--- config.mk ---
export PLATFORM = sky130hd
export DESIGN_NAME = decode_stage
export DESIGN_NICKNAME = d
export VERILOG_FILES = /design/src/rtl/arm_pkg.sv /design/src/rtl/regfile.sv /design/src/rtl/decode_stage.sv
export SDC_FILE = /design/constraint.sdc
export NUM_CORES = 1
export LEC_CHECK = 0
export CAP_MARGIN = 20
export CORE_MARGIN = 5
export CORE_UTILIZATION = 50
export CTS_CLUSTER_SIZE = 24
export DETAILED_ROUTE_END_ITERATION = 10
export GPL_TIMING_DRIVEN = 0
export PLACE_DENSITY_LB_ADDON = 0.15
export REMOVE_ABC_BUFFERS = 1
export SYNTH_ARGS = -nofsm -noshare
export SYNTH_HDL_FRONTEND = slang
export SYNTH_SLANG_ARGS = --single-unit
--- constraint.sdc ---
create_clock -name clock -period 2.85 [get_ports clock]
set_clock_uncertainty 0.05 [all_clocks]
set_input_delay 0.855 -clock clock [delete_from_list [all_inputs] [get_ports clock]]
set_output_delay 0.855 -clock clock [all_outputs]
set_load 0.005 [all_outputs]
--- src/rtl/arm_pkg.sv ---
// Shared encodings and control types for the ARM decode stage.
// Imported by the decoder/pipeline register and the register file.
package arm_pkg;

    localparam logic [1:0] OpDp  = 2'b00;
    localparam logic [1:0] OpMem = 2'b01;
    localparam logic [1:0] OpBr  = 2'b10;

    localparam logic [3:0] CmdAdd = 4'b0100;
    localparam logic [3:0] CmdSub = 4'b0010;
    localparam logic [3:0] CmdAnd = 4'b0000;
    localparam logic [3:0] CmdOrr = 4'b1100;
    localparam logic [3:0] CmdCmp = 4'b1010;

    localparam logic [3:0] RegPc = 4'd15;
    localparam logic [3:0] RegLr = 4'd14;

    typedef enum logic [1:0] {
        AluAdd = 2'b00,
        AluSub = 2'b01,
        AluAnd = 2'b10,
        AluOrr = 2'b11
    } alu_ctrl_e;

    typedef enum logic [1:0] {
        ImmDp  = 2'b00,
        ImmMem = 2'b01,
        ImmBr  = 2'b10
    } imm_src_e;

    typedef struct packed {
        logic      reg_write;
        logic      mem_write;
        logic      mem_to_reg;
        logic      alu_src;
        logic      branch;
        logic      pc_src;
        alu_ctrl_e alu_control;
        logic [1:0] flag_write;
        logic      illegal;
    } ctrl_t;

    function automatic logic [31:0] extend_imm(input logic [23:0] imm, input imm_src_e src);
        logic [31:0] w_ext;
        case (src)
            ImmDp:   w_ext = {24'd0, imm[7:0]};
            ImmMem:  w_ext = {20'd0, imm[11:0]};
            ImmBr:   w_ext = {{6{imm[23]}}, imm, 2'b00};
            default: w_ext = '0;
        endcase
        return w_ext;
    endfunction

endpackage

--- src/rtl/regfile.sv ---
// 15 x 32 register file: two combinational read ports with R15 = PC+8 and
// same-cycle write-through, one write port, synchronous clear.
module regfile
    import arm_pkg::*;
#(
    parameter int unsigned NREGS = 15
) (
    input  logic        clock,
    input  logic        rst,
    input  logic [3:0]  i_ra1,
    input  logic [3:0]  i_ra2,
    input  logic        i_we3,
    input  logic [3:0]  i_wa3,
    input  logic [31:0] i_wd3,
    input  logic [31:0] i_pc_plus8,
    output logic [31:0] o_rd1,
    output logic [31:0] o_rd2
);

    logic [31:0] r_regs [NREGS];

    always_ff @(posedge clock) begin
        if (rst) begin
            for (int i = 0; i < NREGS; i++) begin
                r_regs[i] <= '0;
            end
        end else if (i_we3 && (i_wa3 != RegPc)) begin
            r_regs[i_wa3] <= i_wd3;
        end
    end

    // Bypass lets writeback and decode share a cycle without a hazard stall.
    always_comb begin
        o_rd1 = '0;
        o_rd2 = '0;
        if (i_ra1 == RegPc) begin
            o_rd1 = i_pc_plus8;
        end else if (i_we3 && (i_wa3 == i_ra1)) begin
            o_rd1 = i_wd3;
        end else begin
            o_rd1 = r_regs[i_ra1];
        end
        if (i_ra2 == RegPc) begin
            o_rd2 = i_pc_plus8;
        end else if (i_we3 && (i_wa3 == i_ra2)) begin
            o_rd2 = i_wd3;
        end else begin
            o_rd2 = r_regs[i_ra2];
        end
    end

endmodule

--- src/rtl/decode_stage.sv ---
// Decode stage: control decode, register read, immediate extend and the
// decode/execute pipeline register.
module decode_stage
    import arm_pkg::*;
#(
    parameter int unsigned NREGS = 15
) (
    input  logic        clock,
    input  logic        rst,
    input  logic [31:0] instD,
    input  logic [31:0] pcPlus8D,
    input  logic        enE,
    input  logic        flushE,
    input  logic        regWriteW,
    input  logic [3:0]  wa3W,
    input  logic [31:0] wd3W,
    output logic [31:0] rd1E,
    output logic [31:0] rd2E,
    output logic [31:0] extImmE,
    output logic [3:0]  wa3E,
    output logic [3:0]  ra1E,
    output logic [3:0]  ra2E,
    output logic        regWriteE,
    output logic        memWriteE,
    output logic        memtoRegE,
    output logic        aluSrcE,
    output logic        branchE,
    output logic        pcSrcE,
    output logic [1:0]  aluControlE,
    output logic [1:0]  flagWriteE,
    output logic [3:0]  condE,
    output logic        illegalE
);

    logic [1:0]  w_op;
    logic [5:0]  w_funct;
    logic [3:0]  w_cmd;
    logic [3:0]  w_rn;
    logic [3:0]  w_rd;
    logic [3:0]  w_ra1;
    logic [3:0]  w_ra2;
    logic [3:0]  w_wa3;
    logic [31:0] w_rd1;
    logic [31:0] w_rd2;
    logic [31:0] w_ext_imm;
    imm_src_e    w_imm_src;
    ctrl_t       w_ctrl;

    ctrl_t       r_ctrl;
    logic [31:0] r_rd1;
    logic [31:0] r_rd2;
    logic [31:0] r_ext_imm;
    logic [3:0]  r_wa3;
    logic [3:0]  r_ra1;
    logic [3:0]  r_ra2;
    logic [3:0]  r_cond;

    assign w_op    = instD[27:26];
    assign w_funct = instD[25:20];
    assign w_cmd   = w_funct[4:1];
    assign w_rn    = instD[19:16];
    assign w_rd    = instD[15:12];

    always_comb begin
        w_ctrl    = '0;
        w_imm_src = ImmDp;
        w_ra1     = w_rn;
        w_ra2     = instD[3:0];
        w_wa3     = w_rd;
        case (w_op)
            OpDp: begin
                w_ctrl.alu_src = w_funct[5];
                case (w_cmd)
                    CmdAdd: begin w_ctrl.alu_control = AluAdd; w_ctrl.reg_write = 1'b1; end
                    CmdSub: begin w_ctrl.alu_control = AluSub; w_ctrl.reg_write = 1'b1; end
                    CmdAnd: begin w_ctrl.alu_control = AluAnd; w_ctrl.reg_write = 1'b1; end
                    CmdOrr: begin w_ctrl.alu_control = AluOrr; w_ctrl.reg_write = 1'b1; end
                    CmdCmp: w_ctrl.alu_control = AluSub;
                    default: w_ctrl.illegal = 1'b1;
                endcase
                // Logical ops leave C/V alone; only arithmetic updates them.
                if (!w_ctrl.illegal) begin
                    w_ctrl.flag_write = {w_funct[0], w_funct[0] &&
                        (w_cmd == CmdAdd || w_cmd == CmdSub || w_cmd == CmdCmp)};
                end
            end
            OpMem: begin
                w_ctrl.alu_src     = 1'b1;
                w_imm_src          = ImmMem;
                w_ctrl.alu_control = w_funct[3] ? AluAdd : AluSub;
                if (w_funct[0]) begin
                    w_ctrl.reg_write  = 1'b1;
                    w_ctrl.mem_to_reg = 1'b1;
                end else begin
                    w_ctrl.mem_write = 1'b1;
                    w_ra2            = w_rd;
                end
            end
            OpBr: begin
                w_ctrl.branch    = 1'b1;
                w_ctrl.alu_src   = 1'b1;
                w_ctrl.reg_write = w_funct[4];
                w_imm_src        = ImmBr;
                w_ra1            = RegPc;
                w_wa3            = RegLr;
            end
            default: w_ctrl.illegal = 1'b1;
        endcase
        w_ctrl.pc_src = ((w_wa3 == RegPc) && w_ctrl.reg_write) || w_ctrl.branch;
    end

    assign w_ext_imm = extend_imm(instD[23:0], w_imm_src);

    regfile #(
        .NREGS(NREGS)
    ) u_regfile (
        .clock      (clock),
        .rst        (rst),
        .i_ra1      (w_ra1),
        .i_ra2      (w_ra2),
        .i_we3      (regWriteW),
        .i_wa3      (wa3W),
        .i_wd3      (wd3W),
        .i_pc_plus8 (pcPlus8D),
        .o_rd1      (w_rd1),
        .o_rd2      (w_rd2)
    );

    always_ff @(posedge clock) begin
        if (rst || flushE) begin
            r_ctrl    <= '0;
            r_rd1     <= '0;
            r_rd2     <= '0;
            r_ext_imm <= '0;
            r_wa3     <= '0;
            r_ra1     <= '0;
            r_ra2     <= '0;
            r_cond    <= '0;
        end else if (enE) begin
            r_ctrl    <= w_ctrl;
            r_rd1     <= w_rd1;
            r_rd2     <= w_rd2;
            r_ext_imm <= w_ext_imm;
            r_wa3     <= w_wa3;
            r_ra1     <= w_ra1;
            r_ra2     <= w_ra2;
            r_cond    <= instD[31:28];
        end
    end

    assign rd1E        = r_rd1;
    assign rd2E        = r_rd2;
    assign extImmE     = r_ext_imm;
    assign wa3E        = r_wa3;
    assign ra1E        = r_ra1;
    assign ra2E        = r_ra2;
    assign condE       = r_cond;
    assign regWriteE   = r_ctrl.reg_write;
    assign memWriteE   = r_ctrl.mem_write;
    assign memtoRegE   = r_ctrl.mem_to_reg;
    assign aluSrcE     = r_ctrl.alu_src;
    assign branchE     = r_ctrl.branch;
    assign pcSrcE      = r_ctrl.pc_src;
    assign aluControlE = r_ctrl.alu_control;
    assign flagWriteE  = r_ctrl.flag_write;
    assign illegalE    = r_ctrl.illegal;

endmodule

==> summary.md <==
| Metric | Value |
|---|---|
| Fin cells | `approximately 4300` |
| Nets@finish | `~3400` |
| Die H | `between 200 and 300 um` |
| Global-route usage over all layers | `32.4%` |
| PortBufs | `between 200 and 250` |
| Post-synthesis sequential area ratio | `52.8%` |
| Gate Count Post-Synth | `approximately 3100` |
| CP Capture Type | `flip-flop` |
| Adder-cell share of the synthesized area | `less than 1%` |
| Synth Area in XOR/XNOR | `0.130%` |
| Min-delay src | `flagWriteE[1]$_SDFFE_PP0P_` |
| Num CTS Buffers | `just over 70` |
| Fraction of layout cells with a size suffix above 1 | `a little over an eighth` |
| Vias/cell | `~6.7` |
| Synth cell count leaders | `512 x edfxtp_1, 480 x and2_1, 294 x mux2i_1` |
| Clock root buffer | `clkbuf_16` |
| DRC | `0` |
| Layout Utilization | `a little over three fifths` |
| Max Freq | `between 0.3 and 0.4 GHz` |
| Slew @ Worst Pin | `about 0.99 ns` |
| Largest net degree at the start of global routing | `a little under 100` |
| Unique masters post-synth | `60` |
| Clock sink total | `around 630` |
| CORE AREA | `66900 um2` |
| Die Area | `72400 um2` |
| Ys flop type | `edfxtp_1` |
| Remaining Overflow, GRT | `0` |
| Detailed placement HPWL | `approximately 72 mm` |
| Pre-CTS setup slack | `-2.56 ns` |
| Cell area after synthesis | `about 34000 um2` |
| Multiplexer area fraction after synthesis | `11.3%` |
| Max-cap violations | `0` |
| Iter 0 DRT Violations | `just over 4000` |
| Startpoint types | `primary input` |
| Endpoints failing hold | `0` |
| FF-to-FF End | `rd1E[30]$_SDFFE_PP0P_` |
| Vias in the first global route | `approximately 28000` |
| Synth top area cells | `edfxtp_1 46%, and2_1 8.9%, mux2i_1 8.8%, dfxtp_1 7.0%, o22ai_1 2.4%` |
| GP Congestion | `roughly 0.81` |
| Worst min path class | `reg -> reg` |
| CTS Buffer Depth | `3` |
| Post-CTS Hold Buffers | `0` |
| Status | `complete, but fails checks` |
| Synth area leader | `edfxtp_1` |
| Post-route ant nets | `0` |
| Drt total wl | `roughly 130 mm` |
| Hold Slack | `0.420 ns` |
| Synth Area in Simple Gates | `between 10% and 20%` |
| Crit share post-route | `100%` |
| Pwr/cell area | `~570 nW/um2` |
| Die Wd | `approximately 270 um` |
| Clock transition at path regs | `about 0.060 ns` |
| Synth Register Bits | `629` |
| Peak VDD IR | `roughly 0.0004 V` |
| Slew margin rel. | `about a third` |
| Failing checks | `negative setup slack` |
| Final worst slack | `-0.00422 ns` |
| Area fraction in compound gates after synthesis | `a little over an eighth` |
| CTS tree | `built` |
| Worst setup path end | `rd2E[13]$_SDFFE_PP0P_` |
| Slew Limit Fails | `0` |
| Fin crit period | `2.85 ns` |
| Mean area per synthesized cell | `roughly 11 um2` |
| Clk_lat worst skew | `0.62 ns` |
| Fin area | `roughly 42000 um2` |
| Register-to-register setup slack | `approximately 0.86 ns` |
| Ys Warns | `0` |
| Initial Util | `between 50% and 60%` |
| Main combinational cell family by area after synthesis | `simple AND/OR/NAND/NOR gates` |
| First-pass DRT Iterations | `6` |
| Placed Cells | `approximately 4000` |
| Top Ports | `between 200 and 250` |
| Setup Viol. Count Final | `1` |
| First-pass GRT wire length | `around 180 mm` |
| Fraction of registers with async set/reset | `0%` |
| Vias | `about 29000` |
| Area grow syn2layout | `25.0%` |
| CP required | `about 3.3 ns` |
| Placed Area | `approximately 38000 um2` |
| Dominant cell by count in the synthesized netlist | `edfxtp_1` |
| Crit path DAT | `~3.3 ns` |
| Top-area cell type share of the netlist area | `a little under half` |
| CP Class | `in -> reg` |
| Row cnt | `95` |
| CP Launch Point | `instD[13]` |
| CP Max Fanout | `13` |
| Wire per inst | `slightly below 30 um` |
| Reg2reg path depth | `6` |
| H-Tree Depth | `3` |
| Worst reg2reg startpoint | `u_regfile.r_regs[4][30]$_SDFFCE_PN0P_` |
| Antenna violations before repair | `2` |
| Post-synth EDFFs | `between 500 and 600` |
| Leak | `roughly 15 nW` |
worst min path at each step:
stage                                             end  slack [ns]  depth (start not counted)
after floorplan           aluControlE[1]$_SDFFE_PP0P_        0.41                          2
after CTS                  flagWriteE[1]$_SDFFE_PP0P_        0.42                          2
after detailed placement   flagWriteE[1]$_SDFFE_PP0P_        0.40                          2
after global placement    aluControlE[1]$_SDFFE_PP0P_        0.40                          2
after global routing       flagWriteE[1]$_SDFFE_PP0P_        0.46                          2
final                      flagWriteE[1]$_SDFFE_PP0P_        0.42                          2
cells by family (layout without fill, tap and decap cells):
kind of cell,Yosys count,after routing
other,1,35
buffers and inverters,312,554
AO/OA/AOI/OAI,637,637
AND/OR/NAND/NOR,1145,1150
adder cells (fa/ha/maj),5,5
multiplexers,367,369
XOR/XNOR,5,5
flip-flops,629,629
layer usage:
metal / global-route usage (%) / routed length, um / vias up
li1: - / - / 11994
met1: 42.9 / 47700 / 13874
met2: 50.4 / 55900 / 2227
met3: 7.06 / 15400 / 529
met4: 16.9 / 7500 / 0
met5: 0 / 0 / -
layout make-up:
type	count	area, um2
antenna	3	7.51
sequential	629	17700
clock inverter	24	219
tap	873	1090
timing repair buffer	415	5350
fill	5063	24900
multi-input combinational	2198	15300
clock buffer	108	2220
inverter	7	28.8
sequential cells by signal (all words and copies together) (netlist names), 2 cells and up:
register	flops
extImmE	26
wa3E	4
rd1E	32
ra2E	4
u_regfile.r_regs	512
ra1E	4
flagWriteE	2
condE	4
rd2E	32
aluControlE	2
stage by stage:
stage                      TNS, ns  total power, W
after floorplan            -302.24          0.0125
after global placement    -4323.57          0.0140
after detailed placement   -985.81          0.0141
after CTS                        0          0.0239
after global routing      -0.00559          0.0247
final                     -0.00422          0.0241
power by group:
group / switching [W] / internal (W)
Clock: 0.00383 / 0.00575
Sequential: 0.000271 / 0.0104
Combinational: 0.00226 / 0.00152
critical path, cell delays in order:
cell	delay (ns)
clkdlybuf4s50_1	0.62
or3_1	0.48
o31ai_4	0.10
buf_8	0.25
buf_16	0.19
buf_8	0.17
nand3_1	0.11
nand4_1	0.21
and3_1	0.20
o22ai_1	0.07
placed cells by master, fill, tap and decap left out, types with 9 or more instances in the layout:
cell type / count
conb_1: 32
clkbuf_8: 16
buf_16: 30
and3_1: 69
clkdlybuf4s50_1: 209
nand3_1: 69
nand2_1: 208
a32oi_1: 31
a22oi_1: 17
or2_4: 19
mux2_2: 21
nor2_1: 150
buf_6: 11
mux2_1: 45
a21oi_1: 107
a2111oi_2: 18
o221ai_1: 53
nand4_1: 35
nor3_1: 32
clkbuf_1: 14
a2111oi_1: 30
o221ai_2: 11
dfxtp_1: 117
edfxtp_1: 512
a2111oi_0: 14
clkbuf_16: 83
buf_12: 61
and2_1: 480
o21ai_0: 84
mux2i_1: 294
a211oi_1: 101
o21ai_1: 15
clkinv_2: 9
buf_4: 70
nor2b_1: 35
o22ai_1: 130
nor2_4: 17
timing repair:
item / CTS / global route
setup endpoints to repair: 692 / 273
buffers inserted: 66 / 26
pin swaps: 38 / 8
gates cloned: 12 / 6
resized for setup: 112 / 37
hold endpoints to repair: 0 / 0
No activity file was read; power rests on OpenSTA's default activity.
